$ cat config.mk
export PLATFORM = sky130hd
export DESIGN_NAME = imm_encoder
export DESIGN_NICKNAME = d
export VERILOG_FILES = /design/src/rtl/imm_encoder.sv
export SDC_FILE = /design/constraint.sdc
export NUM_CORES = 1
export LEC_CHECK = 0
export ABC_AREA = 1
export BUFFER_PORTS_ARGS = -buffer_cell sky130_fd_sc_hd__clkbuf_2
export CAP_MARGIN = 20
export CORE_MARGIN = 2
export CORE_UTILIZATION = 53
export CTS_CLUSTER_DIAMETER = 200
export CTS_CLUSTER_SIZE = 28
export DETAILED_ROUTE_END_ITERATION = 12
export GPL_ROUTABILITY_DRIVEN = 0
export PLACE_DENSITY = 0.83
export SLEW_MARGIN = 10
export SYNTH_ARGS = -nofsm -noshare
export SYNTH_HDL_FRONTEND = slang
export SYNTH_SLANG_ARGS = --single-unit
$ cat constraint.sdc
create_clock -name clk -period 3.3 [get_ports clk]
set_clock_uncertainty 0.2 [all_clocks]
set_input_delay 0.165 -clock clk [delete_from_list [all_inputs] [get_ports clk]]
set_output_delay 0.165 -clock clk [all_outputs]
set_load 0.02 [all_outputs]
$ cat src/rtl/imm_encoder.sv
// RV32I immediate encoder (I/S/B/J) feeding a 2-entry output FIFO.
// Optional range checking: define IMM_ENCODER_RANGE_CHECK_EN to enable out_err/err_count.
module imm_encoder (
    input  logic        clk,
    input  logic        reset,
    input  logic        in_valid,
    output logic        in_ready,
    input  logic [1:0]  in_immsrc,
    input  logic [31:0] in_imm,
    input  logic [31:0] in_base,
    output logic        out_valid,
    input  logic        out_ready,
    output logic [31:0] out_instr,
    output logic        out_err,
    output logic [7:0]  err_count
);

    // Inverse of the RV32I immediate decode; unlisted bits come from base.
    function automatic logic [31:0] encode_imm(input logic [1:0]  src,
                                               input logic [31:0] imm,
                                               input logic [31:0] base);
        logic [31:0] r;
        r = base;
        case (src)
            2'b00: r[31:20] = imm[11:0];
            2'b01: begin
                r[31:25] = imm[11:5];
                r[11:7]  = imm[4:0];
            end
            2'b10: begin
                r[31]    = imm[12];
                r[30:25] = imm[10:5];
                r[11:8]  = imm[4:1];
                r[7]     = imm[11];
            end
            2'b11: begin
                r[31]    = imm[20];
                r[30:21] = imm[10:1];
                r[20]    = imm[11];
                r[19:12] = imm[19:12];
            end
            default: r = base;
        endcase
        return r;
    endfunction

    logic [31:0] mem_instr_r [0:1];
    logic        rd_ptr_r;
    logic        wr_ptr_r;
    logic [1:0]  count_r;
    logic        in_ready_r;
    logic        out_valid_r;

    logic        push_s;
    logic        pop_s;
    logic [1:0]  count_next_s;
    logic [31:0] enc_s;

    assign push_s    = in_valid & in_ready_r;
    assign pop_s     = out_valid_r & out_ready;
    assign enc_s     = encode_imm(in_immsrc, in_imm, in_base);
    assign in_ready  = in_ready_r;
    assign out_valid = out_valid_r;
    assign out_instr = mem_instr_r[rd_ptr_r];

    // Next occupancy from the push/pop handshakes.
    always_comb begin
        count_next_s = count_r;
        case ({push_s, pop_s})
            2'b10:   count_next_s = count_r + 2'd1;
            2'b01:   count_next_s = count_r - 2'd1;
            default: count_next_s = count_r;
        endcase
    end

    // FIFO storage, pointers, and registered handshake flags.
    always_ff @(posedge clk or posedge reset) begin
        if (reset) begin
            mem_instr_r[0] <= 32'd0;
            mem_instr_r[1] <= 32'd0;
            rd_ptr_r       <= 1'b0;
            wr_ptr_r       <= 1'b0;
            count_r        <= 2'd0;
            in_ready_r     <= 1'b0;
            out_valid_r    <= 1'b0;
        end else begin
            if (push_s) begin
                mem_instr_r[wr_ptr_r] <= enc_s;
                wr_ptr_r              <= ~wr_ptr_r;
            end else begin
                wr_ptr_r <= wr_ptr_r;
            end
            if (pop_s) begin
                rd_ptr_r <= ~rd_ptr_r;
            end else begin
                rd_ptr_r <= rd_ptr_r;
            end
            count_r     <= count_next_s;
            // Flags follow next occupancy so in_ready never depends on out_ready combinationally.
            in_ready_r  <= (count_next_s != 2'd2);
            out_valid_r <= (count_next_s != 2'd0);
        end
    end

`ifdef IMM_ENCODER_RANGE_CHECK_EN
    // True when imm does not fit the selected format (or is odd for B/J).
    function automatic logic range_bad(input logic [1:0] src, input logic [31:0] imm);
        logic bad;
        case (src)
            2'b00, 2'b01: bad = (imm[31:11] != {21{imm[31]}});
            2'b10:        bad = (imm[31:12] != {20{imm[31]}}) | imm[0];
            2'b11:        bad = (imm[31:20] != {12{imm[31]}}) | imm[0];
            default:      bad = 1'b0;
        endcase
        return bad;
    endfunction

    logic       mem_err_r [0:1];
    logic [7:0] err_count_r;
    logic       bad_s;

    assign bad_s     = range_bad(in_immsrc, in_imm);
    assign out_err   = mem_err_r[rd_ptr_r];
    assign err_count = err_count_r;

    // Per-entry error flag and saturating error counter.
    always_ff @(posedge clk or posedge reset) begin
        if (reset) begin
            mem_err_r[0] <= 1'b0;
            mem_err_r[1] <= 1'b0;
            err_count_r  <= 8'd0;
        end else begin
            if (push_s) begin
                mem_err_r[wr_ptr_r] <= bad_s;
            end else begin
                mem_err_r[wr_ptr_r] <= mem_err_r[wr_ptr_r];
            end
            if (push_s && bad_s && (err_count_r != 8'd255)) begin
                err_count_r <= err_count_r + 8'd1;
            end else begin
                err_count_r <= err_count_r;
            end
        end
    end
`else
    logic unused_imm_s;

    // Upper immediate bits only matter to the range checker.
    assign unused_imm_s = ^in_imm[31:21];
    assign out_err      = 1'b0;
    assign err_count    = 8'd0;
`endif

endmodule

# Yosys cells after proc, flatten, opt, wreduce, memory -nomap -nowiden
# Index checks and enable logic that the tools add are counted.
# op_classes
addsub	2
magnitude_cmp	3
n_eq_ne	6
n_mux	11
bitwise_logic	6
n_reduce_logical	4
# ops
cell	n
32-bit two-way mux	4
64-bit bitwise mux	1
32-bit demux with 1-bit select	1
7-bit one-hot mux with 3 select lines	1
5-bit one-hot mux with 2 select lines	2
8-bit two-way mux	1
2-bit == test (second input constant)	3
2-bit by 1-bit == test with 1-bit output (second input constant)	2
2-bit >= comparator (second input constant)	2
1-bit inverter with 2-bit output	2
2-bit one-hot mux with 2 select lines	1
2-bit by 1-bit adder with 2-bit output (second input constant)	1
1-bit AND	2
2-bit zero test	1
2-bit by 1-bit less-than comparator with 1-bit output (second input constant)	1
2-bit != test (second input constant)	1
1-bit inverter	2
2-bit nonzero test	1
2-bit OR reduction	1
2-bit by 1-bit subtractor with 2-bit output (second input constant)	1
1-bit logical AND	1
# word_totals
ff_bits	70
out_inout_bits	43
elab_cells	39

# Depth between registers and ports, before layout
# depth
depth_word	6
depth_mapped	9

# Least setup slack after synthesis
# Ideal clock, no wire load.
# synth_path
path_kind	register -> register
start	reg in_ready_r (netlist: in_ready)
end	reg in_ready_r (netlist: in_ready)
arrival_time_ns	1.219
setup_slack_ns	1.756
stages_incl_launch_ff	7
path_buffers	0
synth_period_minus_slack_ns	1.544
cell_sequence	dfrtp_1 nand2_2 ha_1 inv_1 nand4_1 nand2_1 nand2_1
# synth_between
elab_chain_len	4
word_cells_on_any_way	5
classes_between	eq/ne (3); mux (1); bitwise (1)
# synth_rtl
element	line_no	source
start, declared	51	logic in_ready_r;
start signal, assigned	100	in_ready_r <= (count_next_s != 2'd2);
1-bit AND *	59	assign push_s = in_valid & in_ready_r;
2-bit by 1-bit == test with 1-bit output / 2-bit == test (equally long branches)	69	case ({push_s, pop_s})
2-bit one-hot mux with 2 select lines *	69	
named net count_next_s[1]	56	logic [1:0] count_next_s;
2-bit != test *	100	
# Mark *: on every way through the listed nets, which the timed path passes. The rest lies on a longest branch.
# A chain may end at the register's enable or synchronous reset.

# Final worst setup path
# layout_path
start	reg rd_ptr_r
end	out out_instr[23]
# layout_between
elab_chain_len	4
# layout_rtl
element	line_no	source
start, declared	48	logic rd_ptr_r;
start signal, assigned	94	rd_ptr_r <= ~rd_ptr_r;
start signal, assigned	96	rd_ptr_r <= rd_ptr_r;
1-bit inverter with 2-bit output (implied by the code)	64	assign out_instr = mem_instr_r[rd_ptr_r];
32-bit two-way mux (implied by the code) (3 in series)	64	
end, declared	13	output logic [31:0] out_instr,
# Every way passes these cells. The select of a mux whose other input is x is not followed.

==> impl_metrics.yaml <==
sta:
  post-route-min-period_ns: 2.53
  fmax_mhz: 395
  fin_crit_sh: 0.766
  final_hold_viol_count: 1
  slew_headroom: 0.408
  tightest_slew_ns: 0.886
  tns_ns: 0
  rsz0062_at_grt: "no"
  slew_violations: 0
  whs_ns: -0.00359
  finalSetupViolCount: 0
die:
  die_w_um: 85.6
  io_pins: 113
  die_area_um2: 7330
  coreArea_um2: 6390
  rows: 29
  die_h_um: 85.6
  initial_utilization: 0.553
placement:
  dpl.cell_count: 612
  dp_hpwl_um: 5510
  io_buffers: 85
clocking:
  path_clk_slew_ns: 0.07
  htreeDepth: 3
  ctsResizeCount: 0
  clock_sinks: 70
  hold_buffers: 49
  root_buffer: "clkbuf_8"
  cts_tree: "done"
  clk_latency_ns: 0.34
  postCtsSetupBuffers: 0
  numCtsBuffers: 9
  cts_buffer_depth: 2
finish:
  regArea_um2: 1750
  final_common_cell: "nand2_1"
  drive_gt1_frac: 0.208
  area_growth_pct: 31.4
  multiInputGateArea_um2: 1450
  fill_cells: 485
  antenna_cells: 0
  layout_common_cells: "248 x nand2_1, 85 x clkbuf_2, 70 x dfrtp_1"
  final_nets: 670
  finalNonFillerCells: 677
logic_synthesis:
  synthCells: 467
  syn-cell-area_um2: 3530
  muxShareOfSynthArea: 0
  synth-xor-area-share: 0.00496
  yosys_warnings: 0
  synth_seq_cells: 70
  synthSimpleGateAreaFrac: 0.303
  synth-seq-area-share: 0.496
  synth_top_family_by_area: "simple AND/OR/NAND/NOR gates"
  synth_compound_area_frac: 0.0759
  synth_fa_ha_area_frac: 0.0177
  synth.avg_cell_area_um2: 7.56
  ys_types: 20
routing:
  drcViolationCount: 0
  wire_per_inst_um: 13.6
  via_per_inst: 5.13
  ant_nets: 0
  drtIter0Drc: 245
  wirelength_um: 9240
  dr_total_vias: 3473
  firstDrtPassIters: 5
power:
  p_int_w: 0.00234
  combPwrFrac: 0.445
  clockPowerShare: 0.196
  p_leak_nw: 2.63
  irDropWorstVdd_v: 0.000625
  p_switching_w: 0.00178
  power.density_nw_per_um2: 886
  seq_power_share: 0.360
  p_sw_frac: 0.432
global_routing:
  grt_use_total: 0.274
  gr-total-overflow: 0
  grt_pass1_wl_um: 15600
  grt_max_degree: 43
  grt_pass1_vias: 3461
  antenna_found_initial: 0
status:
  status: "finished with violations"
  violations: "negative hold slack"
worst_setup_path:
  rr_startpoint: "rd_ptr_r$_DFFE_PP0P_"
  startpoint_type: "register"
  r2r_end: "rd_ptr_r$_DFFE_PP0P_"
  critPathMaxFanout: 21
  r2r_slack_ns: 1.28
  setup.worst_path.end_class: "output port"
  critical_path_class: "register to output port"
  worstRegToRegCells: 2
  worstPathArrival_ns: 2.16
  required_ns: 2.93
min_path:
  hold_end: "mem_instr_r[31]$_DFFE_PP0P_"
  hold_path_class: "primary input to register"
  hp-start: "in_imm[20]"
  holdPathStages: 5
job:
  drv_cap: 0
## metal layers
layer / share of wire / wire length (um) / global-route usage / vias to the layer above
li1: - / - / - / 1656
met1: 0.40 / 3730 / 0.337 / 1636
met2: 0.50 / 4630 / 0.457 / 149
met3: 0.061 / 559 / 0.0510 / 32
met4: 0.033 / 307 / 0.147 / 0
met5: 0 / 0 / 0 / -
## flip-flops by register name (all words and copies together), names as in the netlist
name and cells:
mem_instr_r 64, count_r 2, in_ready 1, out_valid 1, rd_ptr_r 1, wr_ptr_r 1
## critical path, cell delays in order, from the launching register on
cell and delay, ns:
dfrtp_1 0.83, inv_1 0.56, nand2_1 0.16, nand2_1 0.10, clkbuf_2 0.17
## synthesized netlist by cell type, drive strengths merged
library cell  number  share of area
clkbuf             1         0.0011
or2                2         0.0035
inv               40          0.043
clkinv             1         0.0011
nor2               2         0.0064
buf               29          0.057
conb               1         0.0011
nand2            249           0.27
nand4              1         0.0018
xor2               2         0.0050
dfrtp             70           0.50
ha                 5          0.018
nand3             18          0.026
o21ai             46          0.076
## stage by stage
stage / util / hold WS, ns / instance area [um^2] / power (W) / setup WS, ns
2_1_floorplan: - / 0.0816 / 3560 / 0.00274 / 1.17
3_3_place_gp: 0.613 / 0.174 / 3920 / 0.00315 / 1.20
3_5_place_dp: 0.613 / 0.192 / 3920 / 0.00323 / 1.20
4_1_cts: 0.726 / 0.00141 / 4640 / 0.00408 / 0.828
5_1_grt: 0.726 / 0.0172 / 4640 / 0.00442 / 0.652
6_report: 0.726 / -0.00359 / 4640 / 0.00411 / 0.771
## area by class of cell
class	instances	area share
sequential	70	0.378
clock buffer	13	0.0364
multi-input combinational	334	0.313
inverter	41	0.0332
tap	77	0.0208
timing repair buffer	139	0.206
clock inverter	3	0.0140
## power groups by stage
stage | clock [W] | combinational [W] | sequential [W]
floorplan | 0 | 0.00132 | 0.00141
global placement | 0 | 0.00169 | 0.00146
detailed placement | 0 | 0.00174 | 0.00148
CTS | 0.000803 | 0.00181 | 0.00147
global route | 0.000850 | 0.00204 | 0.00153
finish | 0.000804 | 0.00183 | 0.00148
## how the worst max path moves through the flow
| stage | cells after the start | from | endpoint |
|---|---|---|---|
| 2_1_floorplan | 1 | reset | count_r[0]$_DFF_PP0_ |
| 3_3_place_gp | 4 | rd_ptr_r$_DFFE_PP0P_ | out_instr[23] |
| 3_5_place_dp | 4 | rd_ptr_r$_DFFE_PP0P_ | out_instr[23] |
| 4_1_cts | 4 | rd_ptr_r$_DFFE_PP0P_ | out_instr[23] |
| 5_1_grt | 4 | rd_ptr_r$_DFFE_PP0P_ | out_instr[23] |
| 6_report | 4 | rd_ptr_r$_DFFE_PP0P_ | out_instr[23] |
## logic make-up after synthesis
| logic type | count (synthesis) |
|---|---|
| AOI/OAI and AO/OA | 46 |
| xor gates and xnor gates | 2 |
| adders and majority gates | 5 |
| buffers and inverters | 71 |
| DFF | 70 |
| other | 1 |
| and+or+nand+nor | 272 |
Power figures use the tool's default switching activity.
